## src/rtl/cpu_imm_pkg.sv

```systemverilog
// Immediate-format codes shared by the immediate encoder and the decode-stage sign extender.
package cpu_imm_pkg;

  typedef logic [2:0] imm_sel_t;

  localparam imm_sel_t IMM_I    = 3'b000;
  localparam imm_sel_t IMM_S    = 3'b001;
  localparam imm_sel_t IMM_U    = 3'b010;
  localparam imm_sel_t IMM_B    = 3'b011;
  localparam imm_sel_t IMM_J    = 3'b100;
  localparam imm_sel_t IMM_LO12 = 3'b101;

  // True when value[31:msb] are all copies of one bit, i.e. it sign-extends from bit msb.
  function automatic logic fits_sext(input logic [31:0] value, input logic [4:0] msb);
    logic signed [31:0] shifted;
    shifted = $signed(value) >>> msb;
    return (&shifted) || (~|shifted);
  endfunction

endpackage

```

## src/rtl/imm_field_pack.sv

```systemverilog
// Combinational slicing of an immediate into its instruction bit positions, plus range check.
module imm_field_pack
  import cpu_imm_pkg::*;
(
  input  imm_sel_t    sel,
  input  logic [31:0] imm,
  input  logic [31:0] base,
  output logic [31:0] instr,
  output logic        err
);

  // Fields not owned by the format keep the template bits; reserved codes always flag.
  always_comb begin
    instr = base;
    err   = 1'b0;
    case (sel)
      IMM_I: begin
        instr[31:20] = imm[11:0];
        err          = !fits_sext(imm, 5'd11);
      end
      IMM_S: begin
        instr[31:25] = imm[11:5];
        instr[11:7]  = imm[4:0];
        err          = !fits_sext(imm, 5'd11);
      end
      IMM_U: begin
        instr[31:12] = imm[31:12];
        err          = (imm[11:0] != 12'h000);
      end
      IMM_B: begin
        instr[31]    = imm[12];
        instr[7]     = imm[11];
        instr[30:25] = imm[10:5];
        instr[11:8]  = imm[4:1];
        err          = !fits_sext(imm, 5'd12) || imm[0];
      end
      IMM_J: begin
        instr[31]    = imm[20];
        instr[19:12] = imm[19:12];
        instr[20]    = imm[11];
        instr[30:21] = imm[10:1];
        err          = !fits_sext(imm, 5'd20) || imm[0];
      end
      IMM_LO12: begin
        instr[18:7] = imm[11:0];
        err         = !fits_sext(imm, 5'd11);
      end
      default: begin
        instr = base;
        err   = 1'b1;
      end
    endcase
  end

endmodule

```

## src/rtl/imm_encoder.sv

```systemverilog
// Two-stage valid/ready pipeline around imm_field_pack with a saturating error counter.
module imm_encoder
  import cpu_imm_pkg::*;
(
  input  logic        clk_i,
  input  logic        rst_i,
  input  logic        valid_i,
  output logic        ready_o,
  input  logic [2:0]  select_i,
  input  logic [31:0] imm_i,
  input  logic [31:0] base_i,
  output logic        valid_o,
  input  logic        ready_i,
  output logic [31:0] instr_o,
  output logic        err_o,
  output logic [15:0] err_cnt_o
);

  logic [31:0] pack_instr_s;
  logic        pack_err_s;
  logic        s2_load_s;
  logic        s1_open_s;
  logic        out_fire_s;

  logic        s1_valid_r;
  logic [31:0] s1_instr_r;
  logic        s1_err_r;
  logic        valid_r;
  logic [31:0] instr_r;
  logic        err_r;
  logic [15:0] err_cnt_r;

  imm_field_pack u_pack (
    .sel   (select_i),
    .imm   (imm_i),
    .base  (base_i),
    .instr (pack_instr_s),
    .err   (pack_err_s)
  );

  assign s2_load_s  = !valid_r || ready_i;
  assign s1_open_s  = !s1_valid_r || s2_load_s;
  assign out_fire_s = valid_r && ready_i;
  // Reset gating keeps requests from being offered a handshake that reset would discard.
  assign ready_o    = !rst_i && s1_open_s;

  assign valid_o   = valid_r;
  assign instr_o   = instr_r;
  assign err_o     = err_r;
  assign err_cnt_o = err_cnt_r;

  // S1: capture the packed fields and range check of an accepted request.
  always_ff @(posedge clk_i) begin
    if (rst_i) begin
      s1_valid_r <= 1'b0;
      s1_instr_r <= 32'h0000_0000;
      s1_err_r   <= 1'b0;
    end else if (s1_open_s) begin
      s1_valid_r <= valid_i;
      if (valid_i) begin
        s1_instr_r <= pack_instr_s;
        s1_err_r   <= pack_err_s;
      end
    end
  end

  // S2: output register, refilled when empty or being consumed.
  always_ff @(posedge clk_i) begin
    if (rst_i) begin
      valid_r <= 1'b0;
      instr_r <= 32'h0000_0000;
      err_r   <= 1'b0;
    end else if (s2_load_s) begin
      valid_r <= s1_valid_r;
      if (s1_valid_r) begin
        instr_r <= s1_instr_r;
        err_r   <= s1_err_r;
      end
    end
  end

  // Count consumed errored results, holding at all-ones.
  always_ff @(posedge clk_i) begin
    if (rst_i) begin
      err_cnt_r <= 16'h0000;
    end else if (out_fire_s && err_r && (err_cnt_r != 16'hFFFF)) begin
      err_cnt_r <= err_cnt_r + 16'h0001;
    end
  end

endmodule
```

## config.mk

```make
export PLATFORM = sky130hd
export DESIGN_NAME = imm_encoder
export DESIGN_NICKNAME = d
export VERILOG_FILES = /design/src/rtl/cpu_imm_pkg.sv /design/src/rtl/imm_field_pack.sv /design/src/rtl/imm_encoder.sv
export SDC_FILE = /design/constraint.sdc
export NUM_CORES = 1
export LEC_CHECK = 0
export CORE_MARGIN = 4
export CORE_UTILIZATION = 25
export DETAILED_ROUTE_END_ITERATION = 8
export GPL_TIMING_DRIVEN = 0
export PLACE_DENSITY = 0.47
export SLEW_MARGIN = 20
export SYNTH_ARGS = -nofsm -noshare
export SYNTH_HDL_FRONTEND = slang
export SYNTH_SLANG_ARGS = --single-unit
```

## constraint.sdc

```tcl
create_clock -name clk_i -period 2.1 [get_ports clk_i]
set_input_delay 0.315 -clock clk_i [delete_from_list [all_inputs] [get_ports clk_i]]
set_output_delay 0.315 -clock clk_i [all_outputs]
set_load 0.03 [all_outputs]
```

==> impl_metrics.ini, run 1 <==
[sta]
layout_worst_path_cycle_share = 0.9482
setup_violations = 0
grt_setup_unrepaired = true
relSlewSlack = 0.5810
worstMarginPinSlew_ns = 0.6261
hold_viol = 0
fmax_mhz = 502.2
period_minus_slack_ns = 1.991
fin_ws_ns = 0.1088
fin_skew_ns = 0.004451
report.final.slew_viol_count = 0

[final_layout]
final_common_cell = clkdlybuf4s50_1
antenna_cells = 0
multi_input_area_um2 = 2146
postLayoutCellArea_um2 = 5763
nFillCells = 1607
final_cell_mix = 118 x clkdlybuf4s50_1, 117 x nand2_1, 81 x dfxtp_1, 66 x a21oi_1, 66 x nor2_1
layout.nets = 729
syn_to_final_growth_pct = 45.30
seq_area_um2 = 1685
drive_gt1_frac = 0.05891

[clock_network]
clk_pin_slew_worst_paths_ns = 0.06
clock_latency_ns = 0.34
cts-hold-fix-buffers = 0
htreeDepth = 3
clock_path_buffers = 2
cts_sinks = 84
numCtsBuffers = 9
cts-root-buf = clkbuf_16
cts_tree = built

[synthesis]
synthesis.area_um2 = 3966
synthArstFlopShare = 0
syn-instance-count = 527
synth_fp_nets = 599
synth-seq-cells = 84
yosys_warnings = 0
ys.flop_type = dfxtp_1
synth_cell_types = 43
synth-seq-area-share = 0.4240
avgSynthCellArea_um2 = 7.526
synth_edf_count = 0

[setup_path]
timing.rr.end = err_cnt_o[6]
ff2ff_path_depth = 6
cp-start-kind = primary input
reg2reg_slack_ns = 0.16
critPathKind = primary input to primary output
worst_ep_required_time_ns = 1.78
r2r-start = err_cnt_o[4]
critPathMaxFanout = 5
end_kind = primary output
cp.arrival_ns = 1.68
crit_start = ready_i

[route]
wl_per_cell_um = 15.47
drc = 0
drt-initial-drc-count = 277
vias = 4255
detail_route.vias_per_cell = 4.874
wirelength_um = 13500
first_pass_iters = 5
drtAntennaViolNets = 0

[power]
power_w = 0.003927
p_int_w = 0.002891
p_per_area_nw_per_um2 = 681.4
p_switching_w = 0.001036
p_leak_nw = 1.958
pwr-share-comb = 0.149
switching_share = 0.2638
irDropWorstVdd_mv = 0.3693
clkPwrFrac = 0.418
seqPwrFrac = 0.433

[placement]
dp_hpwl_um = 10920
gp_congestion = 0.8545
port-buffer-count = 119
post_dp_cell_area_um2 = 5424
dpl_worst_slack_ns = -0.5375

[hold_path]
hold_path_depth = 3
holdPathEnd = s1_err_r
hold_start = rst_i
hold_class = primary input to flip-flop

[die]
core-area_um2 = 15370
die_area_um2 = 17940
die_w_um = 134.0
initial_core_util = 0.2580
io_pins = 122
die_y_um = 134.0
core.rowCount = 45

[grt]
grt.total_usage = 0.1511
grt_pass1_vias = 4110
grt_max_degree = 16
antenna_found_initial = 0
grt_pass1_wl_um = 21530
grt_overflow_total = 0

[job]
max-cap-violations = 0

[outcome]
outcome = finished clean
==> worst max-delay path: stages <==
cell and delay (ns):
clkdlybuf4s50_1 0.48, nor2b_1 0.34, a21oi_1 0.16, dlygate4sd2_1 0.38
==> state kept, by name, indices dropped and copies added, names as in the netlist <==
| name | cells |
|---|---|
| s1_instr_r | 32 |
| s1_err_r | 1 |
| valid_o | 1 |
| instr_o | 32 |
| s1_valid_r | 1 |
| err_cnt_o | 16 |
| err_o | 1 |
==> worst max path at each step <==
stage	slack (ns)	end
floorplan	0.06	err_cnt_o[2]
global placement	-0.53	s1_instr_r[7]
detailed placement	-0.54	s1_instr_r[7]
CTS	0.05	ready_o
global route	-0.08	instr_o[22]
finish	0.11	ready_o
==> synthesized netlist by cell type (2+ instances only) <==
master	number	area share
a21oi_1	67	0.085
o211ai_1	5	0.0095
dfxtp_1	84	0.42
nor2b_1	14	0.022
or4_1	4	0.0076
nand2b_1	2	0.0032
nand3_1	7	0.0088
a211oi_1	12	0.023
buf_1	2	0.0019
a22oi_1	2	0.0038
nor4_1	13	0.021
mux2i_1	5	0.013
nand4_1	7	0.011
mux2_2	2	0.0057
a221o_1	6	0.015
xor2_1	9	0.020
nor3_1	13	0.016
clkbuf_1	33	0.031
inv_1	4	0.0038
nor2_1	67	0.063
o31ai_1	3	0.0057
o221ai_1	5	0.011
buf_2	2	0.0025
a221oi_1	8	0.018
and3_1	2	0.0032
a22o_1	6	0.013
o21ai_0	11	0.014
nand2_1	117	0.11
==> logic make-up after synthesis <==
kind of cell	Yosys count	share of synthesized area
simple gates	251	0.2779
compound gates	133	0.2151
flops	84	0.4240
buf+inv	41	0.03943
xor+xnor	10	0.02208
mux	7	0.01830
fa+ha+maj	1	0.003154
==> layer usage <==
metal  track usage  wire [um]  vias to the layer above  part of all wire
li1              -          -                     2115                 -
met1        0.2038       6352                     1974              0.47
met2        0.2355       5977                      146              0.44
met3       0.03751        925                       20             0.068
met4       0.05257        248                        0             0.018
met5             0          0                        -                 0
==> metrics by stage <==
stage	hold WS (ns)	utilization	std cells	TNS [ns]
after floorplan	0.4317	-	527	0
after global placement	0.4443	0.3529	857	-16.70
after global routing	0.4716	0.3749	873	-1.042
after detailed placement	0.4515	0.3529	857	-19.07
after CTS	0.4575	0.3732	873	0
final	0.4210	0.3749	873	0
==> repair_timing <==
action / CTS / global route
buffers inserted: 0 / 0
gates resized for setup: 4 / 20
pin swaps: 0 / 1
setup endpoints to repair: 31 / 66
==> layout make-up <==
type                    instances  area share
multi-input cells             402      0.3723
flip-flops and latches         84      0.2924
repair buffers                119      0.2065
well taps                     211     0.04581
clock buffers                  10     0.04147
plain buffers                  37     0.02692
clock inverters                 6     0.01194
inverters                       4    0.002605
==> power by group through the flow <==
stage	Combinational (W)	Clock (W)	Sequential, W
detailed placement	0.000587	0	0.00174
CTS	0.000588	0.00169	0.00170
finish	0.000585	0.00164	0.00170
global placement	0.000582	0	0.00173
floorplan	0.000257	0	0.00176
global route	0.000645	0.00176	0.00171
(Power assumes the default switching activity.)
==> run 2: changes to the inputs <==
- CAP_MARGIN: not set -> 20
==> results of run 2 <==
The final DEF is identical to that of run 1; final timing and power are the same.
